[src/rtl/uart_reg_responder.sv]
// Byte-level register responder between uart_rx and uart_tx: decodes read/write commands, answers one byte each.
// Optional WAIT_DATA timeout compiled in with `define UART_RESP_TIMEOUT_EN.
module uart_reg_responder #(
    parameter int unsigned NUM_REGS       = 16,
    parameter int unsigned TIMEOUT_CYCLES = 20_000,
    parameter logic [7:0]  ACK_BYTE       = 8'h06,
    parameter logic [7:0]  NAK_BYTE       = 8'h15
) (
    input  logic                  clk_in,
    input  logic                  rst_n_in,
    input  logic [7:0]            rx_data_in,
    input  logic                  rx_done_in,
    output logic [7:0]            tx_data_out,
    output logic                  tx_enable_out,
    input  logic                  tx_busy_in,
    input  logic                  tx_done_in,
    output logic [NUM_REGS*8-1:0] regs_out,
    output logic                  drop_out
);

    localparam int unsigned IDX_W = (NUM_REGS > 1) ? $clog2(NUM_REGS) : 1;

    typedef enum logic [1:0] {
        IDLE      = 2'd0,
        WAIT_DATA = 2'd1,
        SEND      = 2'd2,
        WAIT_TX   = 2'd3
    } state_t;

    state_t      state;
    state_t      state_next;
    logic [7:0]  regs [NUM_REGS];
    logic [6:0]  addr_q;
    logic [6:0]  addr_next;
    logic [7:0]  tx_data_next;
    logic        wr_en;
    logic        drop_next;
    logic        timeout;
    logic [7:0]  rd_byte;

    // Full 7-bit compare; out-of-range addresses never alias into the file.
    function automatic logic in_range(input logic [6:0] a);
        return {1'b0, a} < 8'(NUM_REGS);
    endfunction

    assign rd_byte = regs[IDX_W'(rx_data_in[6:0])];

`ifdef UART_RESP_TIMEOUT_EN
    localparam int unsigned TO_W = (TIMEOUT_CYCLES > 0) ? $clog2(TIMEOUT_CYCLES + 1) : 1;

    logic [TO_W-1:0] to_cnt;

    // Held at zero outside WAIT_DATA so it starts cleared on every entry.
    always_ff @(posedge clk_in or negedge rst_n_in) begin
        if (!rst_n_in) begin
            to_cnt <= '0;
        end else if (state != WAIT_DATA) begin
            to_cnt <= '0;
        end else if (!timeout) begin
            to_cnt <= to_cnt + TO_W'(1);
        end
    end

    assign timeout = (state == WAIT_DATA) && (to_cnt == TO_W'(TIMEOUT_CYCLES));
`else
    assign timeout = 1'b0;
`endif

    // Start strobe is a direct function of SEND and busy so it can never overlap busy.
    assign tx_enable_out = (state == SEND) && !tx_busy_in;

    always_comb begin
        state_next   = state;
        addr_next    = addr_q;
        tx_data_next = tx_data_out;
        wr_en        = 1'b0;
        drop_next    = 1'b0;
        case (state)
            IDLE: begin
                if (rx_done_in) begin
                    if (rx_data_in[7]) begin
                        addr_next  = rx_data_in[6:0];
                        state_next = WAIT_DATA;
                    end else begin
                        tx_data_next = in_range(rx_data_in[6:0]) ? rd_byte : NAK_BYTE;
                        state_next   = SEND;
                    end
                end
            end
            WAIT_DATA: begin
                // A data byte arriving on the timeout cycle still wins.
                if (rx_done_in) begin
                    wr_en        = in_range(addr_q);
                    tx_data_next = in_range(addr_q) ? ACK_BYTE : NAK_BYTE;
                    state_next   = SEND;
                end else if (timeout) begin
                    drop_next  = 1'b1;
                    state_next = IDLE;
                end
            end
            SEND: begin
                drop_next = rx_done_in;
                if (!tx_busy_in) begin
                    state_next = WAIT_TX;
                end
            end
            WAIT_TX: begin
                drop_next = rx_done_in;
                if (tx_done_in) begin
                    state_next = IDLE;
                end
            end
            default: begin
                state_next = IDLE;
            end
        endcase
    end

    always_ff @(posedge clk_in or negedge rst_n_in) begin
        if (!rst_n_in) begin
            state       <= IDLE;
            addr_q      <= '0;
            tx_data_out <= '0;
            drop_out    <= 1'b0;
        end else begin
            state       <= state_next;
            addr_q      <= addr_next;
            tx_data_out <= tx_data_next;
            drop_out    <= drop_next;
        end
    end

    always_ff @(posedge clk_in or negedge rst_n_in) begin
        if (!rst_n_in) begin
            for (int k = 0; k < int'(NUM_REGS); k++) begin
                regs[k] <= '0;
            end
        end else if (wr_en) begin
            regs[IDX_W'(addr_q)] <= rx_data_in;
        end
    end

    always_comb begin
        for (int k = 0; k < int'(NUM_REGS); k++) begin
            regs_out[k*8 +: 8] = regs[k];
        end
    end

endmodule

[config.mk]
export PLATFORM = sky130hd
export DESIGN_NAME = uart_reg_responder
export DESIGN_NICKNAME = d
export VERILOG_FILES = /design/src/rtl/uart_reg_responder.sv
export SDC_FILE = /design/constraint.sdc
export NUM_CORES = 1
export LEC_CHECK = 0
export CAP_MARGIN = 40
export CORE_ASPECT_RATIO = 2
export CORE_MARGIN = 5
export CORE_UTILIZATION = 47
export CTS_BUF_LIST = sky130_fd_sc_hd__clkbuf_8
export DETAILED_ROUTE_END_ITERATION = 7
export GPL_ROUTABILITY_DRIVEN = 0
export GPL_TIMING_DRIVEN = 0
export PLACE_DENSITY = 0.89
export SYNTH_ARGS = -nofsm -noshare
export SYNTH_HDL_FRONTEND = slang
export SYNTH_SLANG_ARGS = --single-unit
[constraint.sdc]
create_clock -name clk_in -period 2 [get_ports clk_in]
set_input_delay 0.3 -clock clk_in [delete_from_list [all_inputs] [get_ports clk_in]]
set_output_delay 0.3 -clock clk_in [all_outputs]
set_load 0.02 [all_outputs]
==> results.md <==
* Status: finished with violations
* Failing checks: setup timing
* Share of layout cells above drive strength 1 at 0.4050
* Internal at 7.634 mW
* Yosys warns at 0
* RSZ-0062 raised after global routing: yes
* Vias in the first global route at 5,878
* Pre-CTS setup slack at -532.3 ps
* Die area at 17,200 sq um
* Starting Density at 0.4764
* Clock Path Buffers at 2
* EDFF count, synth at 0
* Worst-path clk slew at 80 ps
* Crit share post-route at 1.120
* Clock Sinks at 146
* Core area at 14,350 sq um
* Logic pwr share at 0.417
* Clk_lat worst skew at 460 ps
* Row count at 62
* Routed length per placed instance at 27.77 um
* Count of pins over their slew limit at 0
* Vert. Die Dim at 180.6 um
* Total gr overflow at 0
* Switching Fraction at 0.3694
* Seq pwr share at 0.386
* I/O Buffers at 144
* Sw power at 4.472 mW
* H-Tree Depth at 4
* Clock Root Buffer: clkbuf_8
* TritonRoute pass-1 iters at 5
* Post-DP HPWL at 15.87 mm
* Final worst-path setup slack at -239.9 ps
* Final ANT Viol Nets at 0
* Nets at 684
* Initial drt markers at 531
* Sequential share of the synthesized area at 0.5344
* Syn-to-layout area delta at 44.27%
* CTS tree: yes
* P_leak at 4.405 nW
* First-pass GRT wire length at 35.87 mm
* Clk pwr share at 0.197
* Initial antenna violation count at 0
* Synth cell types at 40
* Leading area contributor after synthesis: dfrtp_1
* Area share of the largest cell type after synthesis at 0.5344
* Die width at 95.28 um
* Drt via density at 6.113
* Max cap viols at 0
* Fin. Hold Viols at 0
* Crit start category: register
* Slew margin rel. at 0.5038
* Top FF cell, synth: dfrtp_1
* HP Class: in2reg
* Vias at 5,324
* Antenna cells at 0
* GR Util All Layers at 0.2874
* Post-synthesis async set-or-reset flop share at 1.000
* Crit path max fanout at 8
* Final Cell Area at 9863 sq um
* # setup viols final at 131
* Register bit total from synthesis at 146
* Syn Area/Cell at 14.73 sq um
* Total Power at 12.11 mW
* Crit path kind: reg2reg
* Critical Path RT at 2330 ps
* # fillers at 936
* TritonCTS Buffers at 17
* Tmin final at 2240 ps
* Mapped Cells at 464
* I/O pins at 151
* Pwr/cell area at 1227 nW/um^2
* IR drop worst, VDD at 816.0 uV
* CP Capture Type: register
* DRC at 0
* Worst path arrival time at 2570 ps
* Largest net degree at the start of global routing at 78
* Fmax at 0.4464 GHz
* Clock Skews at 15.86 ps
* Total wire length at 24.19 mm
* Top post-synthesis cells by area: dfrtp_1, mux2_2, mux4_2
* Synth Cell Area at 6837 sq um
* Worst slew pin tran at 744.3 ps
* Net Count, Synth at 481
* Placement Cell Area at 8691 sq um
## worst paths after layout
kind,start,endpoint,slack (ps),cells after the start
worst min register to register,regs_out[12]$_DFFE_PN0P_,regs_out[12]$_DFFE_PN0P_,540,1
min in group asynchronous,rst_n_in,regs_out[9]$_DFFE_PN0P_,430,2
worst max register to register,state[1]$_DFFE_PN0P_,regs_out[7]$_DFFE_PN0P_,-240,8
max in group asynchronous,rst_n_in,regs_out[93]$_DFFE_PN0P_,750,3
worst min-delay path,rx_done_in,drop_out$_DFF_PN0_,220,2
worst max-delay path,state[1]$_DFFE_PN0P_,regs_out[7]$_DFFE_PN0P_,-240,8
## metal layers
layer,routed length [um],up-vias,track usage,part of all wire
li1,-,2115,-,-
met1,7875,2745,0.3062,0.33
met4,2073,0,0.1862,0.086
met3,1503,134,0.05683,0.062
met2,12740,330,0.4987,0.53
met5,0,-,0,0
## layout by cell type, fill, tap and decap left out, types with 2 or more instances in the layout
cell type	instances
mux4_2	24
clkbuf_1	16
nor4_4	3
mux2i_1	28
nor3_4	7
nand3_1	2
nand4_1	2
clkdlybuf4s50_1	142
o22ai_1	2
clkbuf_2	2
a21oi_1	6
mux2_4	92
inv_6	3
nor2b_1	4
inv_1	6
o221ai_1	4
dfrtp_1	146
buf_4	11
nand2_1	10
clkinvlp_4	3
buf_6	32
o21ai_0	4
or3_1	4
ha_1	3
and2_1	2
bufinv_16	2
clkinv_2	2
nor2_1	6
clkbuf_8	20
buf_2	8
mux2_2	47
or3b_2	2
a22oi_1	6
nor2_4	3
## sequential cells by signal (all words and copies together) (netlist names)
register / flops
addr_q: 7
drop_out: 1
regs_out: 128
state: 2
tx_data_out: 8
## power by group through the flow
stage               sequential [mW]  combinational (mW)  clock (mW)
floorplan                      5.29                1.66           0
detailed placement             4.58                4.62           0
finish                         4.67                5.05        2.39
global placement               4.50                4.46           0
global route                   4.76                5.27        2.52
CTS                            4.61                4.90        2.38
## critical path: stages (launching register included)
cell,delay (ps)
dfrtp_1,410
inv_2,90
ha_4,130
nor4b_4,210
buf_4,210
nand3b_4,150
or4_4,460
buf_8,180
mux2_2,280
## logic make-up (layout without fill, tap and decap cells)
family          count (synthesis)  in the layout  share of synthesized area
mux                           191            191                     0.3490
simple gates                   54             54                    0.05527
compound gates                 29             29                    0.02855
flops                         146            146                     0.5344
buf+inv                        40            255                    0.02544
fa+ha+maj                       4              4                   0.007321
## stage by stage
stage                     hold WS, ps  cells  setup TNS, ps    util
after floorplan                 4.409    464          -1377       -
after global placement          468.4    800        -751060  0.5973
after detailed placement        350.9    810         -45150  0.6056
after CTS                       203.4    868          -9325  0.6769
after global routing            224.0    871         -27420  0.6873
final                           222.3    871         -19290  0.6873
## timing repair
action | 4_1_cts | 5_1_grt
setup buffers | 28 | 3
hold buffers | 1 | 0
resized for setup | 105 | 38
setup endpoints to repair | 129 | 137
endpoints found under the hold margin | 69 | 0
pin swaps | 11 | 10
cloned | 0 | 0
## cell usage after synthesis, types with 2 or more instances
| cell type | count |
|---|---|
| buf_2 | 10 |
| nand2_1 | 10 |
| mux4_2 | 24 |
| or3_1 | 4 |
| mux2i_1 | 28 |
| dfrtp_1 | 146 |
| o21ai_0 | 5 |
| nor2b_1 | 4 |
| nor3_2 | 7 |
| a211oi_1 | 2 |
| a21oi_1 | 6 |
| nor2_1 | 9 |
| a22oi_1 | 6 |
| and2_1 | 2 |
| nand3_1 | 3 |
| ha_1 | 4 |
| nand4_1 | 2 |
| o22ai_1 | 2 |
| inv_1 | 7 |
| clkbuf_1 | 19 |
| nor4_4 | 2 |
| o221ai_1 | 4 |
| or3b_2 | 2 |
| buf_1 | 2 |
| mux2_2 | 139 |
## area by class of cell
cell class	instances	area [sq um]	share of cell area
Timing Repair Buffer	186	1897	0.1923
Tap cell	192	240.2	0.02436
Clock inverter	11	127.6	0.01294
Multi-Input combinational cell	278	3478	0.3527
Clock buffer	20	275.3	0.02791
Inverter	7	26.28	0.002664
Buffer	31	165.2	0.01674
Sequential cell	146	3654	0.3704
No activity file was read; power rests on OpenSTA's default activity.
